--- src/rtl/grid_scan_pkg.sv ---
// Shared types and constants for the grid_scan LED matrix scanner.
// Row r of the grid occupies bits [63-8r -: 8], with column 0 as the MSB of that byte.
package grid_scan_pkg;

  localparam int GRID_W = 64;
  localparam int ROWS   = 8;
  localparam int COLS   = 8;
  localparam int WORD_W = 16;

  typedef enum logic [2:0] {
    IDLE,
    LOAD,
    SHIFT,
    LATCH,
    DWELL
  } state_t;

  function automatic logic [COLS-1:0] grid_row(logic [GRID_W-1:0] g, logic [2:0] row);
    return g[(ROWS - 1 - int'(row)) * COLS +: COLS];
  endfunction

  // Row-select byte goes out first, so it lands in the far shift register.
  function automatic logic [WORD_W-1:0] build_word(logic [2:0] row, logic [COLS-1:0] cols);
    return {8'h80 >> row, cols};
  endfunction

endpackage

--- src/rtl/grid_scan_if.sv ---
// Grid input bus and LED-matrix pin group for grid_scan.
// The scanner takes the slave side; the grid producer and board pins take the master side.
interface grid_scan_if;
  import grid_scan_pkg::*;

  logic [GRID_W-1:0] grid;
  logic              grid_valid;
  logic              sclk;
  logic              sdata;
  logic              rclk;
  logic              oe_n;

  modport master (output grid, output grid_valid,
                  input sclk, input sdata, input rclk, input oe_n);
  modport slave  (input grid, input grid_valid,
                  output sclk, output sdata, output rclk, output oe_n);
endinterface

--- src/rtl/grid_row_shifter.sv ---
// 16-bit parallel-in/serial-out shifter with a CLK_DIV sclk divider.
// Sends the MSB first; sdata only moves on the cycle sclk falls.
module grid_row_shifter
  import grid_scan_pkg::*;
#(
  parameter int CLK_DIV = 2
) (
  input  logic              clk,
  input  logic              reset,
  input  logic              load,
  input  logic [WORD_W-1:0] word,
  output logic              sclk,
  output logic              sdata,
  output logic              done
);

  localparam int DW = (CLK_DIV > 1) ? $clog2(CLK_DIV) : 1;

  logic [DW-1:0]     div_cnt;
  logic [3:0]        bit_cnt;
  logic [WORD_W-1:0] sr;
  logic              active;
  logic              phase_end;

  assign phase_end = (div_cnt == DW'(CLK_DIV - 1));
  assign done      = active && sclk && phase_end && (bit_cnt == 4'(WORD_W - 1));

  always_ff @(posedge clk or negedge reset) begin
    if (!reset) begin
      sr      <= '0;
      div_cnt <= '0;
      bit_cnt <= '0;
      active  <= 1'b0;
      sclk    <= 1'b0;
      sdata   <= 1'b0;
    end else if (load) begin
      sr      <= {word[WORD_W-2:0], 1'b0};
      sdata   <= word[WORD_W-1];
      sclk    <= 1'b0;
      div_cnt <= '0;
      bit_cnt <= '0;
      active  <= 1'b1;
    end else if (active) begin
      if (!phase_end) begin
        div_cnt <= div_cnt + 1'b1;
      end else begin
        div_cnt <= '0;
        if (!sclk) begin
          sclk <= 1'b1;
        end else begin
          // Falling edge: present the next bit; a zero trails the final bit.
          sclk  <= 1'b0;
          sdata <= sr[WORD_W-1];
          sr    <= {sr[WORD_W-2:0], 1'b0};
          if (bit_cnt == 4'(WORD_W - 1))
            active <= 1'b0;
          else
            bit_cnt <= bit_cnt + 1'b1;
        end
      end
    end
  end

endmodule

--- src/rtl/grid_scan.sv ---
// Snapshots the Game of Life grid at each frame start and row-scans it onto an 8x8 LED matrix.
// Define GRID_SCAN_BLANK_EN to enable the LEDs only during the dwell phase of each row.
module grid_scan #(
  parameter int CLK_DIV = 2,
  parameter int DWELL   = 10
) (
  input  logic        clk,
  input  logic        reset,
  input  logic        en,
  grid_scan_if.slave  bus,
  output logic        busy,
  output logic        frame_done
);
  import grid_scan_pkg::*;

  localparam int CNT_MAX = (DWELL > CLK_DIV) ? DWELL : CLK_DIV;
  localparam int CW      = (CNT_MAX > 1) ? $clog2(CNT_MAX) : 1;

  state_t            state, state_nxt;
  logic [2:0]        row;
  logic [CW-1:0]     cnt;
  logic [GRID_W-1:0] snapshot;
  logic              pending;
  logic              capture;
  logic              row_end;
  logic              shift_done;
  logic [COLS-1:0]   cols;
  logic [WORD_W-1:0] word;

  // Row 0 of a capturing frame takes its bits straight from the bus being captured.
  assign capture = (state == LOAD) && (row == 3'd0) && pending;
  assign cols    = capture ? grid_row(bus.grid, row) : grid_row(snapshot, row);
  assign word    = build_word(row, cols);

  grid_row_shifter #(.CLK_DIV(CLK_DIV)) u_shifter (
    .clk   (clk),
    .reset (reset),
    .load  (state == LOAD),
    .word  (word),
    .sclk  (bus.sclk),
    .sdata (bus.sdata),
    .done  (shift_done)
  );

  always_comb begin
    state_nxt  = state;
    row_end    = 1'b0;
    frame_done = 1'b0;
    case (state)
      IDLE:  if (en) state_nxt = LOAD;
      LOAD:  state_nxt = SHIFT;
      SHIFT: if (shift_done) state_nxt = LATCH;
      LATCH: if (cnt == CW'(CLK_DIV - 1)) state_nxt = grid_scan_pkg::DWELL;
      grid_scan_pkg::DWELL: begin
        if (cnt == CW'(DWELL - 1)) begin
          row_end = 1'b1;
          if (row == 3'd7) begin
            frame_done = 1'b1;
            state_nxt  = en ? LOAD : IDLE;
          end else begin
            state_nxt = LOAD;
          end
        end
      end
      default: state_nxt = IDLE;
    endcase
  end

  assign busy     = (state != IDLE);
  assign bus.rclk = (state == LATCH);
`ifdef GRID_SCAN_BLANK_EN
  assign bus.oe_n = (state != grid_scan_pkg::DWELL);
`else
  assign bus.oe_n = (state == IDLE);
`endif

  always_ff @(posedge clk or negedge reset) begin
    if (!reset) begin
      state    <= IDLE;
      cnt      <= '0;
      row      <= 3'd0;
      snapshot <= '0;
      pending  <= 1'b1;
    end else begin
      state <= state_nxt;
      if ((state_nxt != state) || !((state == LATCH) || (state == grid_scan_pkg::DWELL)))
        cnt <= '0;
      else
        cnt <= cnt + 1'b1;
      if (row_end)
        row <= row + 1'b1;
      // A grid_valid arriving in the capture cycle is absorbed by that capture.
      if (capture) begin
        snapshot <= bus.grid;
        pending  <= 1'b0;
      end else if (bus.grid_valid) begin
        pending <= 1'b1;
      end
    end
  end

endmodule

--- src/flat_wrapper.sv ---
// flat-port wrapper written by rule: the top's interface ports become plain ports
module grid_scan_flat import grid_scan_pkg::*;
#(
  parameter int CLK_DIV = 2,
  parameter int DWELL   = 10
)
  (clk, reset, en, busy, frame_done, bus_grid, bus_grid_valid, bus_sclk, bus_sdata, bus_rclk, bus_oe_n);
  grid_scan_if bus_i ();
  input  logic clk;
  input  logic reset;
  input  logic en;
  output logic busy;
  output logic frame_done;
  input wire logic [$bits(bus_i.grid)-1:0] bus_grid;
  input wire logic [$bits(bus_i.grid_valid)-1:0] bus_grid_valid;
  output wire logic [$bits(bus_i.sclk)-1:0] bus_sclk;
  output wire logic [$bits(bus_i.sdata)-1:0] bus_sdata;
  output wire logic [$bits(bus_i.rclk)-1:0] bus_rclk;
  output wire logic [$bits(bus_i.oe_n)-1:0] bus_oe_n;
  assign bus_i.grid = bus_grid;
  assign bus_i.grid_valid = bus_grid_valid;
  assign bus_sclk = bus_i.sclk;
  assign bus_sdata = bus_i.sdata;
  assign bus_rclk = bus_i.rclk;
  assign bus_oe_n = bus_i.oe_n;
  grid_scan #(.CLK_DIV(CLK_DIV), .DWELL(DWELL)) u_core (.clk(clk), .reset(reset), .en(en), .bus(bus_i), .busy(busy), .frame_done(frame_done));
endmodule
--- config.mk ---
export PLATFORM = sky130hd
export DESIGN_NAME = grid_scan_flat
export DESIGN_NICKNAME = d
export VERILOG_FILES = /design/src/rtl/grid_scan_pkg.sv /design/src/rtl/grid_scan_if.sv /design/src/rtl/grid_row_shifter.sv /design/src/rtl/grid_scan.sv /design/src/flat_wrapper.sv
export SDC_FILE = /design/constraint.sdc
export NUM_CORES = 1
export LEC_CHECK = 0
export BUFFER_PORTS_ARGS = -buffer_cell sky130_fd_sc_hd__buf_2
export CORE_AREA = 2 2 94 96
export CTS_BUF_LIST = sky130_fd_sc_hd__clkbuf_4 sky130_fd_sc_hd__clkbuf_8
export DETAILED_ROUTE_END_ITERATION = 10
export DIE_AREA = 0 0 96 98
export GPL_TIMING_DRIVEN = 0
export PLACE_DENSITY = 0.81
export SYNTH_ARGS = -nofsm -noshare
export SYNTH_HDL_FRONTEND = slang
export SYNTH_SLANG_ARGS = --single-unit
--- constraint.sdc ---
create_clock -name clk -period 3.67 [get_ports clk]
set_input_delay 0.734 -clock clk [delete_from_list [all_inputs] [get_ports clk]]
set_output_delay 0.734 -clock clk [all_outputs]
set_load 0.05 [all_outputs]
Yosys cells after proc, flatten, opt, wreduce, memory -nomap -nowiden:

Index checks and enable logic that the tools add are counted.

* equal/unequal tests: 10
* reductions and logical operators: 18
* mux-type cells: 41
* add/sub/neg operators: 5
* shift-type cells: 3

Operators with widths (number)
* $shiftx 64x32->8: 2
* $mux 16: 4
* $mux 1: 24
* $mux 4: 6
* $mux 3: 5
* $pmux 3 s5: 1
* $add 4x1->4 const B: 2
* $eq 4x4->1 const B: 2
* $mux 8: 1
* $reduce_bool 2->1: 4
* $shr 8x3->8 const A: 1
* $eq 3x2->1 const B: 2
* $eq 3x3->1 const B: 2
* $logic_not 3->1: 2
* $logic_and 1x1->1: 5
* $eq 4x1->1 const B: 1
* $reduce_and 4->1: 1
* $sub 3x3->4 const A: 1
* $add 3x1->3 const B: 1
* $eq 3x1->1 const B: 1
* $ne 3x3->1: 1
* $reduce_and 3->1: 1
* $reduce_bool 3->1: 1
* $logic_or 1x1->1: 2
* other kinds (4): 4

* bits in registers: 99
* bits of input ports: 68

Logic depth before layout (Yosys ltp):

Gate-level depths: netlist (run 1).

* depth after elaboration: 8
* mapped depth: 13
* gate-level depth less buffers: 8

Cells and area by module:

Synthesis (run 1) repeated with hierarchy kept, for this count alone.

* cell total of the unflattened synthesis: 572
* area, all modules: 5888.1 µm²

By module, submodules not included
* grid_scan: area each 4787.1 µm², cells each 468, sequential area each 1878.1 µm², times used 1
* grid_row_shifter: area each 1101.1 µm², cells each 104, sequential area each 575.6 µm², times used 1

Least setup slack after synthesis (run 1):

No wires, ideal clock.

* path type: register -> register
* start: register u_core.row[0]
* end: register u_core.u_shifter.sr[1]
* setup slack: 0.733 ns
* data required time: 3.552 ns
* period minus slack after synthesis: 2.937 ns
* arrival time: 2.819 ns
* cell stages (with the launch flop): 13
* buffers on the path: 4
* cell sequence: dfrtp_1 > buf_2 > buf_2 > inv_1 > clkbuf_1 > ha_1 > nor2b_1 > nand3_4 > buf_6 > mux4_2 > mux4_2 > nand2_1 > nand2_1

* word-level cells in the longest chain between the ends: 5
* elaborated cells on any way between the ends: 8
* those cells by class: add/sub: 1; shift: 2; mux: 2; reduce/logical: 3

RTL lines
* from (decl): line grid_scan.sv:20 `logic [2:0] row;`
* from (signal assigned): line grid_scan.sv:91 `row <= row + 1'b1;`
* branches (longest 3 deep; another with $sub 3x3->4)
* $mux 8 *: line grid_scan.sv:32 `assign cols = capture ? grid_row(bus.grid, row) : grid_row(snapshot, row);`
* $mux 16 *: line grid_row_shifter.sv:36 `end else if (load) begin`
* to (signal assigned): line grid_row_shifter.sv:37 `sr <= {word[WORD_W-2:0], 1'b0};`
* to (signal assigned): line grid_row_shifter.sv:54 `sr <= {sr[WORD_W-2:0], 1'b0};`
* to (decl): line grid_row_shifter.sv:21 `logic [WORD_W-1:0] sr;`

Every way passes the cells marked *.
A chain may end at the register's enable or synchronous reset.

Final worst setup path (run 1):

* start: register u_core.row[0]
* end: register u_core.snapshot[12]

* word-level cells in the longest chain between the ends: 3

RTL lines
* $logic_not 3->1: line grid_scan.sv:31 `assign capture = (state == LOAD) && (row == 3'd0) && pending;`
* $logic_and 1x1->1 (2 in series): line grid_scan.sv:31
* to (signal assigned): line grid_scan.sv:94 `snapshot <= bus.grid;`
* to (decl): line grid_scan.sv:22 `logic [GRID_W-1:0] snapshot;`

Every way passes these cells.

==> results of run 1 <==
through the flow:
| step | hold slack (ns) | cell area [um2] | setup slack, ns | total power [W] |
|---|---|---|---|---|
| 4_1_cts | 0.396 | 5570 | 0.00556 | 0.00201 |
| 2_1_floorplan | 0.438 | 4830 | 0.733 | 0.00121 |
| 3_3_place_gp | 0.475 | 5330 | 0.0150 | 0.00128 |
| 5_1_grt | 0.427 | 5580 | 0.0292 | 0.00208 |
| 3_5_place_dp | 0.482 | 5360 | -0.0901 | 0.00129 |
| 6_report | 0.387 | 5580 | 0.271 | 0.00200 |
synthesized netlist by cell type (all sizes together):
cell type / number
a21oi: 3
o31a: 1
xnor2: 4
dfrtp: 97
mux2: 66
nor2b: 4
clkbuf: 10
xor2: 4
o211ai: 1
nand3: 12
o21ai: 13
a31oi: 6
nand2b: 2
mux2i: 18
o21a: 1
nor3: 2
and4: 1
o22ai: 1
nand4: 1
o31ai: 2
dfstp: 1
nor3b: 1
buf: 13
nor2: 39
clkinv: 1
a21boi: 1
mux4: 19
nand2: 29
ha: 9
or3: 11
inv: 4
and2: 1
a32o: 6
cell families after synthesis:
group | count (synthesis) | share of synthesized area
flip-flops | 98 | 0.508
buffers and inverters | 28 | 0.0251
XOR/XNOR | 8 | 0.0145
AND/OR/NAND/NOR | 103 | 0.101
adder cells (fa/ha/maj) | 9 | 0.0233
AO/OA/AOI/OAI | 35 | 0.0477
multiplexers | 103 | 0.280
layer usage:
layer  GRT usage  up-vias
met3      0.0525       10
met4      0.0593        0
met1       0.327     1659
met5           0        -
li1            -     1547
met2       0.366       75
power groups by stage:
stage	Combinational, W	Clock, W	Sequential [W]
floorplan	0.0000585	0	0.00115
global placement	0.000129	0	0.00115
detailed placement	0.000138	0	0.00115
CTS	0.000138	0.000742	0.00113
global route	0.000153	0.000789	0.00114
finish	0.000136	0.000728	0.00113
worst register-to-register path, stage by stage (launching register included):
cell,delay (ns)
dfrtp_1,0.40
clkbuf_4,0.28
clkbuf_4,0.30
inv_1,0.09
clkbuf_2,0.23
ha_1,0.30
nor2b_1,0.18
nand3_4,0.18
buf_6,0.19
buf_2,0.27
buf_1,0.46
mux2_2,0.41
flip-flops by register name, summed over array words and instances (netlist names), 3 cells and up:
register,count
u_core.u_shifter.bit_cnt,4
u_core.state,3
u_core.row,3
u_core.u_shifter.sr,15
u_core.cnt,4
u_core.snapshot,64
final timing paths:
kind / from / endpoint / slack, ns / cells past startpoint
max: u_core.row[0] / u_core.snapshot[12] / 0.27 / 11
min: reset / u_core.u_shifter.sr[10] / 0.39 / 1
max reg2reg: u_core.row[0] / u_core.snapshot[12] / 0.27 / 11
min reg2reg: u_core.cnt[0] / u_core.cnt[0] / 0.50 / 1
max in group asynchronous: reset / u_core.snapshot[20] / 2.62 / 2
min in group clk: u_core.cnt[0] / u_core.cnt[0] / 0.50 / 1
what timing repair did:
action | CTS | global route
setup buffers | 0 | 0
endpoints found under the setup margin | 14 | 45
pin swaps | 0 | 0
gates resized for setup | 2 | 8
endpoints found under the hold margin | 0 | 0
cell type report:
class | instances | area [um2] | area share
Buffer | 23 | 115 | 0.0206
Inverter | 5 | 22.5 | 0.00403
Tap cell | 108 | 135 | 0.0242
Clock buffer | 10 | 138 | 0.0246
Sequential cell | 98 | 2450 | 0.439
Multi-Input combinational cell | 258 | 2250 | 0.404
Clock inverter | 6 | 71.3 | 0.0128
Timing Repair Buffer | 74 | 395 | 0.0708
==> metrics.txt, run 1 <==
Detailed Route WL=approximately 10000 um; status=finished, final reports clean; Starting Density=0.570; CTS Hold Bufs=0; Clk Tree Root Cell=clkbuf_8; core area=approximately 8500 um2; first drt pass iteration count=4; Synth warnings=0; Hold Path Class=input port to async pin; Ports=74; CTS buffer count=9; Die Y=just under 100 um; P per Cell Area=around 360 nW/um2; DP HPWL=roughly 7300 um; Mapped Cells=384; Global Route Usage Sum=0.232; top cell type by total area after synthesis=dfrtp_1; Distinct cells, synth=38; utilization after layout=0.660; Fmax=around 290 MHz; Setup CP Type=flip-flop to flip-flop; Final ANT Viol Nets=0; drt via density=around 5.7; Synth top area share=0.503; P_int=0.00153 W; layout cell share with drive strength beyond 1=0.401; Clk pwr share=0.365; Max clock buf depth=2; worst rel slew slack=0.569; worst path required time=roughly 3.9 ns; critical path arrival=between 3 and 4 ns; Slowest cell on crit path=buf_1; Layout fillers=619; Die X=96 um; Logic pwr share=0.068; Met1 Wirelength=between 4000 and 5000 um; Reg clk slew, reported paths=about 0.10 ns; insertion delay to the later sink of the worst-skew pair=between 0.3 and 0.4 ns; Ant. Diodes=0; die area=between 9000 and 10000 um2; met2 wire len=about 5000 um; setup TNS=0 ns; worst vdd ir=approximately 0.00025 V; largest net degree at the start of global routing=52; nets=roughly 550; final period utilization=0.926; GP Congestion=~0.86; vias in the first global route=between 3000 and 4000; WL met3=476 um; Area Overhead vs Synth=15.7%; Synthesized Nets=around 460; top layer in use=met4; CP most frequent cell=clkbuf_4; CTS tree=done; Routed wire per std cell=about 17 um; Synth Cell Area=4830 um2; most frequent cells in the layout=97 x dfrtp_1, 78 x buf_2, 64 x mux2_2; Final Max Slew Viols=0; skew final=about 0.016 ns; Synth area leaders=dfrtp_1 50%, mux2_2 15%, mux4_2 8.9%, mux2i_1 3.7%, nor2_1 3.0%; via count=~3300; final cell count without fillers=around 580; worst-margin pin slew=0.646 ns; initial antenna violation count=0; CP top delay family=buffers and inverters; unrepaired setup endpoints after global routing=no; Buffers on Ports=73; #FFs+latches synth=slightly below 100; CP Cell Sequence=clkbuf_4, clkbuf_4, inv_1, clkbuf_2, ha_1, nor2b_1, nand3_4, buf_6, buf_2, buf_1, mux2_2; final hold viol count=0; H-tree Lvls=3; min Tclk post-route=around 3.4 ns; post-synthesis sequential area ratio=0.508; clk sink count=between 90 and 100; commonest non-fill, non-tap cell in the layout=dfrtp_1; Final setup viols=0; 1st-iter DRT viols=a little over 300; Lkg Pwr=2.58 nW; DRC Markers=0; slowest stage delay, CP=0.45 ns; nature of the critical path endpoint=flip-flop; max-cap violation count=0; first-pass GRT wire length=between 15000 and 20000 um; NetSw=0.000465 W; sw frac=0.233; Rows=34; Avg Inst Size Synth=roughly 13 um2; aggregate global routing overflow=0; sequential power share=0.567; Critical Path Start Type=flip-flop; WP buf/inv=7; placed cells=566; Worst Path Max Fanout=11
(Power assumes the default switching activity.)
==> run 2: changes to the inputs <==
- ABC_AREA: not set -> 1
- SLEW_MARGIN: not set -> 20
==> run 2 against run 1 <==
  * Critical path type unchanged
  * Combinational power is 54% lower
  * Design area decreased by 0.40%
  * Synthesized cell count is 55% higher
  * Via count grew 36%
  * Synthesized area is 0.18% higher
  * Count of clock-buffer cells in the layout is 1 higher
  * Power is 9.3% lower
  * Routed wire length increased by 23%
==> metrics.txt, run 2 <==
critical path arrival=3.56 ns (was 3.64 ns); final period utilization=0.900 (was 0.926); via count=4473 (was 3291); Logic pwr share=0.035 (was 0.068); Worst Path Max Fanout=11 (unchanged); P per Cell Area=326 nW/um2 (was 357 nW/um2); placed cells=777 (was 566); Max clock buf depth=2 (unchanged); post_cts resized=0 (was 2); initial antenna violation count=0 (unchanged); Reg clk slew, reported paths=0.10 ns (about the same); first-pass GRT wire length=20500 um (was 16800 um); Die X=96 um (unchanged); Synthesized Nets=672 (was 461); number of synthesized flops with an enable pin=0 (unchanged); CTS buffer count=9 (unchanged); Starting Density=0.571 (was 0.570); main combinational cell family by area after synthesis=simple AND/OR/NAND/NOR gates (was multiplexers); commonest non-fill, non-tap cell in the layout=nand2_1 (was dfrtp_1); 1st-iter DRT viols=337 (was 304); count leader, synth=nand2_1 (was dfrtp_1); CTS Hold Bufs=0 (unchanged); GR Util met3=0.0525 (unchanged); max-cap violation count=0 (unchanged); GP Congestion=0.865 (was 0.859); Buffers on Ports=73 (unchanged); Post-CTS Setup Bufs=0 (unchanged); layout cell share with drive strength beyond 1=0.169 (was 0.401); dpl cell area=5370 um2 (was 5360 um2); Synth Cell Area=4840 um2 (was 4830 um2); Hold Path Class=input port to async pin (unchanged); worst path required time=3.93 ns (was 3.91 ns); Global Route Usage Sum=0.279 (was 0.232); core area=8470 um2 (unchanged); die area=9410 um2 (unchanged); compound-cell area share of the yosys netlist=0.0698 (was 0.0477); worst-margin pin slew=0.636 ns (was 0.646 ns); DRC Markers=0 (unchanged); nature of the critical path endpoint=flip-flop (unchanged); Final ANT Viol Nets=0 (unchanged); Synth area leaders=dfrtp_1 50%, nand2_1 16%, nand3_1 11%, inv_1 2.8%, ha_1 2.3% (was dfrtp_1 50%, mux2_2 15%, mux4_2 8.9%, mux2i_1 3.7%, nor2_1 3.0%); drt via density=5.64 (was 5.65); Die Y=98 um (unchanged); insertion delay to the later sink of the worst-skew pair=0.36 ns (was 0.37 ns); ys flop type=dfrtp_1 (unchanged); Synth Area in Adders=0.0233 (about the same); Synth Area in XOR/XNOR=0.00543 (was 0.0145); NetSw=0.000417 W (was 0.000465 W); top cells by count, synth=211 x nand2_1, 107 x nand3_1, 97 x dfrtp_1 (was 97 x dfrtp_1, 64 x mux2_2, 39 x nor2_1); CTS tree=done (unchanged); busiest layer in global routing=met2 (unchanged); aggregate global routing overflow=0 (unchanged); first drt pass iteration count=5 (was 4); sequential power share=0.596 (was 0.567); Biggest register=u_core.snapshot (unchanged); max reg flops=64 (unchanged); M2 GR Usage=0.446 (was 0.366); sw frac=0.230 (was 0.233); Mapped Cells=595 (was 384); Ant. Diodes=0 (unchanged); Area Overhead vs Synth=15.0% (was 15.7%); #FFs+latches synth=98 (unchanged); final cell count without fillers=793 (was 582); nets=757 (was 546); worst rel slew slack=0.576 (was 0.569); unrepaired setup endpoints after global routing=no (unchanged); clk sink count=98 (unchanged); Detailed Route WL=12300 um (was 10000 um); most frequent cells in the layout=211 x nand2_1, 107 x nand3_1, 97 x dfrtp_1 (was 97 x dfrtp_1, 78 x buf_2, 64 x mux2_2); skew final=0.00560 ns (was 0.0156 ns); final hold viol count=0 (unchanged); Final Max Slew Viols=0 (unchanged); mux cell area share after synthesis=0 (was 0.280); H-tree Lvls=3 (unchanged); status=finished, final reports clean (unchanged); cell area after layout=5560 um2 (was 5580 um2); Setup CP Type=flip-flop to flip-flop (unchanged); worst vdd ir=0.000202 V (was 0.000254 V); Synth Area in Simple Gates=0.325 (was 0.101); P_int=0.00139 W (was 0.00153 W); share of synthesized flip-flops with an asynchronous set or reset=1.00 (unchanged); Synth top area share=0.502 (was 0.503); Avg Inst Size Synth=8.13 um2 (was 12.6 um2); Synth warnings=0 (unchanged); Min Hold Slack=0.272 ns (was 0.387 ns); Largest regs=u_core.snapshot (64), u_core.u_shifter.sr (15) (unchanged); DP HPWL=8770 um (was 7340 um); utilization after layout=0.657 (was 0.660); vias in the first global route=4414 (was 3367); Ports=74 (unchanged); top cell type by total area after synthesis=dfrtp_1 (unchanged); Routed wire per std cell=15.5 um (was 17.2 um); min Tclk post-route=3.30 ns (was 3.40 ns); post-synthesis sequential area ratio=0.507 (was 0.508); GR Util met1=0.386 (was 0.327); Clk Tree Root Cell=clkbuf_8 (unchanged); Clk pwr share=0.369 (was 0.365); Final setup viols=0 (unchanged); setup TNS=0 ns (unchanged); Lkg Pwr=2.62 nW (was 2.58 nW); Fmax=303 MHz (was 294 MHz); Critical Path Start Type=flip-flop (unchanged); Rows=34 (unchanged); largest net degree at the start of global routing=58 (was 52); Distinct cells, synth=38 (unchanged)
==> run 2: cell count changes after synthesis, moves of 6 or more <==
cell / change
nand3_1: +97
mux2_2: -64
mux4_2: -19
mux2i_1: -18
inv_1: +32
nor2_1: -20
or3_1: -11
a21oi_1: +6
o21ai_0: +9
nand4_1: +8
o211ai_1: +9
nand2_1: +182
==> run 2: worst paths after layout <==
check | from | endpoint | slack, ns | depth (start not counted)
setup / recovery | u_core.row[1] | u_core.u_shifter.sr[7] | 0.37 | 15
hold / removal | reset | u_core.snapshot[13] | 0.27 | 1
setup reg to reg | u_core.row[1] | u_core.u_shifter.sr[7] | 0.37 | 15
hold reg to reg | u_core.snapshot[5] | u_core.snapshot[5] | 0.48 | 2
max in group asynchronous | reset | u_core.pending | 2.74 | 2
min in group clk | u_core.snapshot[5] | u_core.snapshot[5] | 0.48 | 2
==> run 2: area by class of cell <==
cell class              count  area, um2
plain buffers              31        183
clock buffers              11        151
clock inverters             5       38.8
fillers                   742       2900
inverters                  40        150
multi-input cells         426       2050
flip-flops and latches     98       2450
well taps                 108        135
repair buffers             74        399
==> run 2: metrics by stage <==
| stage | total power [W] | setup slack (ns) |
|---|---|---|
| after global routing | 0.00187 | 0.234 |
| after CTS | 0.00182 | 0.466 |
| final | 0.00181 | 0.366 |
| after detailed placement | 0.00116 | 0.479 |
| after floorplan | 0.00110 | 1.18 |
| after global placement | 0.00116 | 0.568 |
==> run 2: cell families after synthesis <==
group / Yosys count
AO/OA/AOI/OAI: 53
XOR/XNOR: 3
flip-flops: 98
buffers and inverters: 71
AND/OR/NAND/NOR: 361
adder cells (fa/ha/maj): 9
==> run 2: critical path, stage by stage (launching register included) <==
cell and delay (ns):
dfrtp_1 0.43, clkbuf_1 0.23, clkinv_1 0.25, clkbuf_1 0.53, ha_1 0.27, inv_1 0.08, nor2_4 0.25, nand3_4 0.15
buf_6 0.20, buf_6 0.15, nand2_1 0.09, o211ai_2 0.08, nand3_1 0.15, nand3_1 0.14, nand3_1 0.15, nand2_1 0.05
==> run 2: power by group through the flow <==
stage / clock network, W / logic (W) / registers [W]
finish: 0.000669 / 0.0000630 / 0.00108
detailed placement: 0 / 0.0000647 / 0.00110
global placement: 0 / 0.0000594 / 0.00110
floorplan: 0 / 0.00000218 / 0.00110
global route: 0.000716 / 0.0000725 / 0.00108
CTS: 0.000675 / 0.0000649 / 0.00108
==> run 2: metal layers <==
metal	part of all wire	routed length (um)	vias to the layer above
li1	-	-	2131
met1	0.42	5160	2142
met2	0.48	5940	179
met3	0.073	900	21
met4	0.022	272	0
met5	0	0	-
==> run 3: changes to the inputs <==
- ABC_AREA: 1 -> not set
==> run 3 against run 2 <==
  * Clock power increased by 8.7%
  * Power grew 10%
  * Clock skew grew 0.010 ns
  * Critical endpoint is now u_core.snapshot[12]
==> metrics.txt, run 3 (same netlist as run 1, synthesis figures left out) <==
area of the multi-input gates=2250 um2 (was 2050 um2); via count=3291 (was 4473); first-pass GRT wire length=16800 um (was 20500 um); Largest regs=u_core.snapshot (64), u_core.u_shifter.sr (15) (unchanged); register area=2450 um2 (unchanged); Buffers on Ports=73 (unchanged); Biggest register=u_core.snapshot (unchanged); Setup CP Type=flip-flop to flip-flop (unchanged); most frequent cells in the layout=97 x dfrtp_1, 78 x buf_2, 64 x mux2_2 (was 211 x nand2_1, 107 x nand3_1, 97 x dfrtp_1); Starting Density=0.570 (was 0.571); max reg flops=64 (unchanged); Hold Path Class=input port to async pin (unchanged); core area=8470 um2 (unchanged); worst-margin pin slew=0.623 ns (was 0.636 ns); Fmax=294 MHz (was 303 MHz); worst path required time=3.91 ns (was 3.93 ns); Min Hold Slack=0.297 ns (was 0.272 ns); largest net degree at the start of global routing=52 (was 58); CTS buffer count=9 (unchanged); insertion delay to the later sink of the worst-skew pair=0.37 ns (was 0.36 ns); Detailed Route WL=10000 um (was 12300 um); Die Y=98 um (unchanged); vias in the first global route=3367 (was 4414); Routed wire per std cell=17.2 um (was 15.5 um); Layout fillers=618 (was 742); nature of the critical path endpoint=flip-flop (unchanged); critical path arrival=3.64 ns (was 3.56 ns); final hold viol count=0 (unchanged); initial antenna violation count=0 (unchanged); Post-Place Setup Slack=-0.0901 ns (was 0.479 ns); CP Cell Sequence=clkbuf_4, clkbuf_4, inv_1, clkbuf_2, ha_1, nor2b_1, nand3_4, buf_6, buf_2, buf_1, mux2_2 (was clkbuf_1, clkinv_1, clkbuf_1, ha_1, inv_1, nor2_4, nand3_4, buf_6, buf_6, nand2_1, o211ai_2, nand3_1, nand3_1, nand3_1, nand2_1); Global Route Usage Sum=0.232 (was 0.279); clk sink count=98 (unchanged); dpl cell area=5360 um2 (was 5370 um2); worst rel slew slack=0.584 (was 0.576); worst vdd ir=0.000254 V (was 0.000202 V); Reg clk slew, reported paths=0.10 ns (about the same); P per Cell Area=357 nW/um2 (was 326 nW/um2); nets=546 (was 757); DRC Markers=0 (unchanged); cell area after layout=5590 um2 (was 5560 um2); Final setup viols=0 (unchanged); status=finished, final reports clean (unchanged); unrepaired setup endpoints after global routing=no (unchanged); Slowest cell on crit path=buf_1 (was clkbuf_1); Clk Tree Root Cell=clkbuf_8 (unchanged); Ports=74 (unchanged); Final Max Slew Viols=0 (unchanged); setup TNS=0 ns (unchanged); CTS tree=done (unchanged); Critical Path Start Type=flip-flop (unchanged); total power draw=0.00200 W (was 0.00181 W); Lkg Pwr=2.58 nW (was 2.62 nW); Max clock buf depth=2 (unchanged); H-tree Lvls=3 (unchanged); setup ws final=0.271 ns (was 0.366 ns); Ant. Diodes=0 (unchanged); 1st-iter DRT viols=304 (was 337); first drt pass iteration count=4 (was 5); slowest stage delay, CP=0.45 ns (was 0.53 ns); layout cell share with drive strength beyond 1=0.401 (was 0.169); GP Congestion=0.859 (was 0.865); CP most frequent cell=clkbuf_4 (was nand3_1); min Tclk post-route=3.40 ns (was 3.30 ns); Final ANT Viol Nets=0 (unchanged); final period utilization=0.926 (was 0.900); max-cap violation count=0 (unchanged); drt via density=5.65 (was 5.64); skew final=0.0156 ns (was 0.00560 ns); Area Overhead vs Synth=15.7% (was 15.0%); commonest non-fill, non-tap cell in the layout=dfrtp_1 (was nand2_1); Rows=34 (unchanged); Die X=96 um (unchanged); DP HPWL=7340 um (was 8770 um); aggregate global routing overflow=0 (unchanged); die area=9410 um2 (unchanged); worst r2r path cells=11 (was 15); CTS Hold Bufs=0 (unchanged); Worst Path Max Fanout=11 (unchanged)
[run 3: cell types whose count changed in the layout (fill, tap and decap cells not counted), moves of 6 or more]
cell / delta
nand2_1: -182
o21ai_0: -9
or3_1: +11
mux2_2: +64
mux2i_1: +18
nand4_1: -8
o211ai_1: -9
mux4_2: +19
nand3_1: -97
nor2_1: +20
a21oi_1: -6
inv_1: -32
[run 3: stage by stage]
stage / instances / utilization
after floorplan: 384 / -
after global placement: 565 / 0.629
after detailed placement: 566 / 0.633
after CTS: 582 / 0.658
after global routing: 582 / 0.660
final: 582 / 0.660
[run 3: cell type report]
class	instances	area share
plain buffers	23	0.0206
clock buffers	10	0.0246
clock inverters	6	0.0128
inverters	5	0.00403
multi-input cells	258	0.403
flip-flops and latches	98	0.439
well taps	108	0.0242
repair buffers	74	0.0714
[run 3: worst paths after layout]
path / from / endpoint / slack [ns]
worst min-delay path: reset / u_core.u_shifter.sr[10] / 0.30
min in group clk: u_core.cnt[0] / u_core.cnt[0] / 0.50
worst max-delay path: u_core.row[0] / u_core.snapshot[12] / 0.27
worst min register to register: u_core.cnt[0] / u_core.cnt[0] / 0.50
worst max register to register: u_core.row[0] / u_core.snapshot[12] / 0.27
max in group asynchronous: reset / u_core.snapshot[20] / 2.78
[run 3: timing repair]
| item | in CTS | in global routing |
|---|---|---|
| setup buffers | 0 | 0 |
| gates cloned | 0 | 0 |
| resized for setup | 2 | 8 |
| endpoints found under the setup margin | 14 | 45 |
[run 3: where the power goes]
| group | switching [W] | internal (W) |
|---|---|---|
| combinational | 0.0000622 | 0.0000745 |
| sequential | 0.0000149 | 0.00112 |
| clock | 0.000388 | 0.000340 |
[run 3: worst max-delay path, delay by kind of cell (launching register included)]
kind	cells	cell delay [ns]
mux	1	0.41
flops	1	0.40
fa+ha+maj	1	0.30
buf+inv	7	1.80
simple gates	2	0.36
[run 3: metal layers]
metal  up-vias  wire length (um)  global-route usage
li1       1547                 -                   -
met2        75              4920               0.366
met1      1659              4490               0.327
met3        10               476              0.0525
met4         0               119              0.0593
met5         -                 0                   0
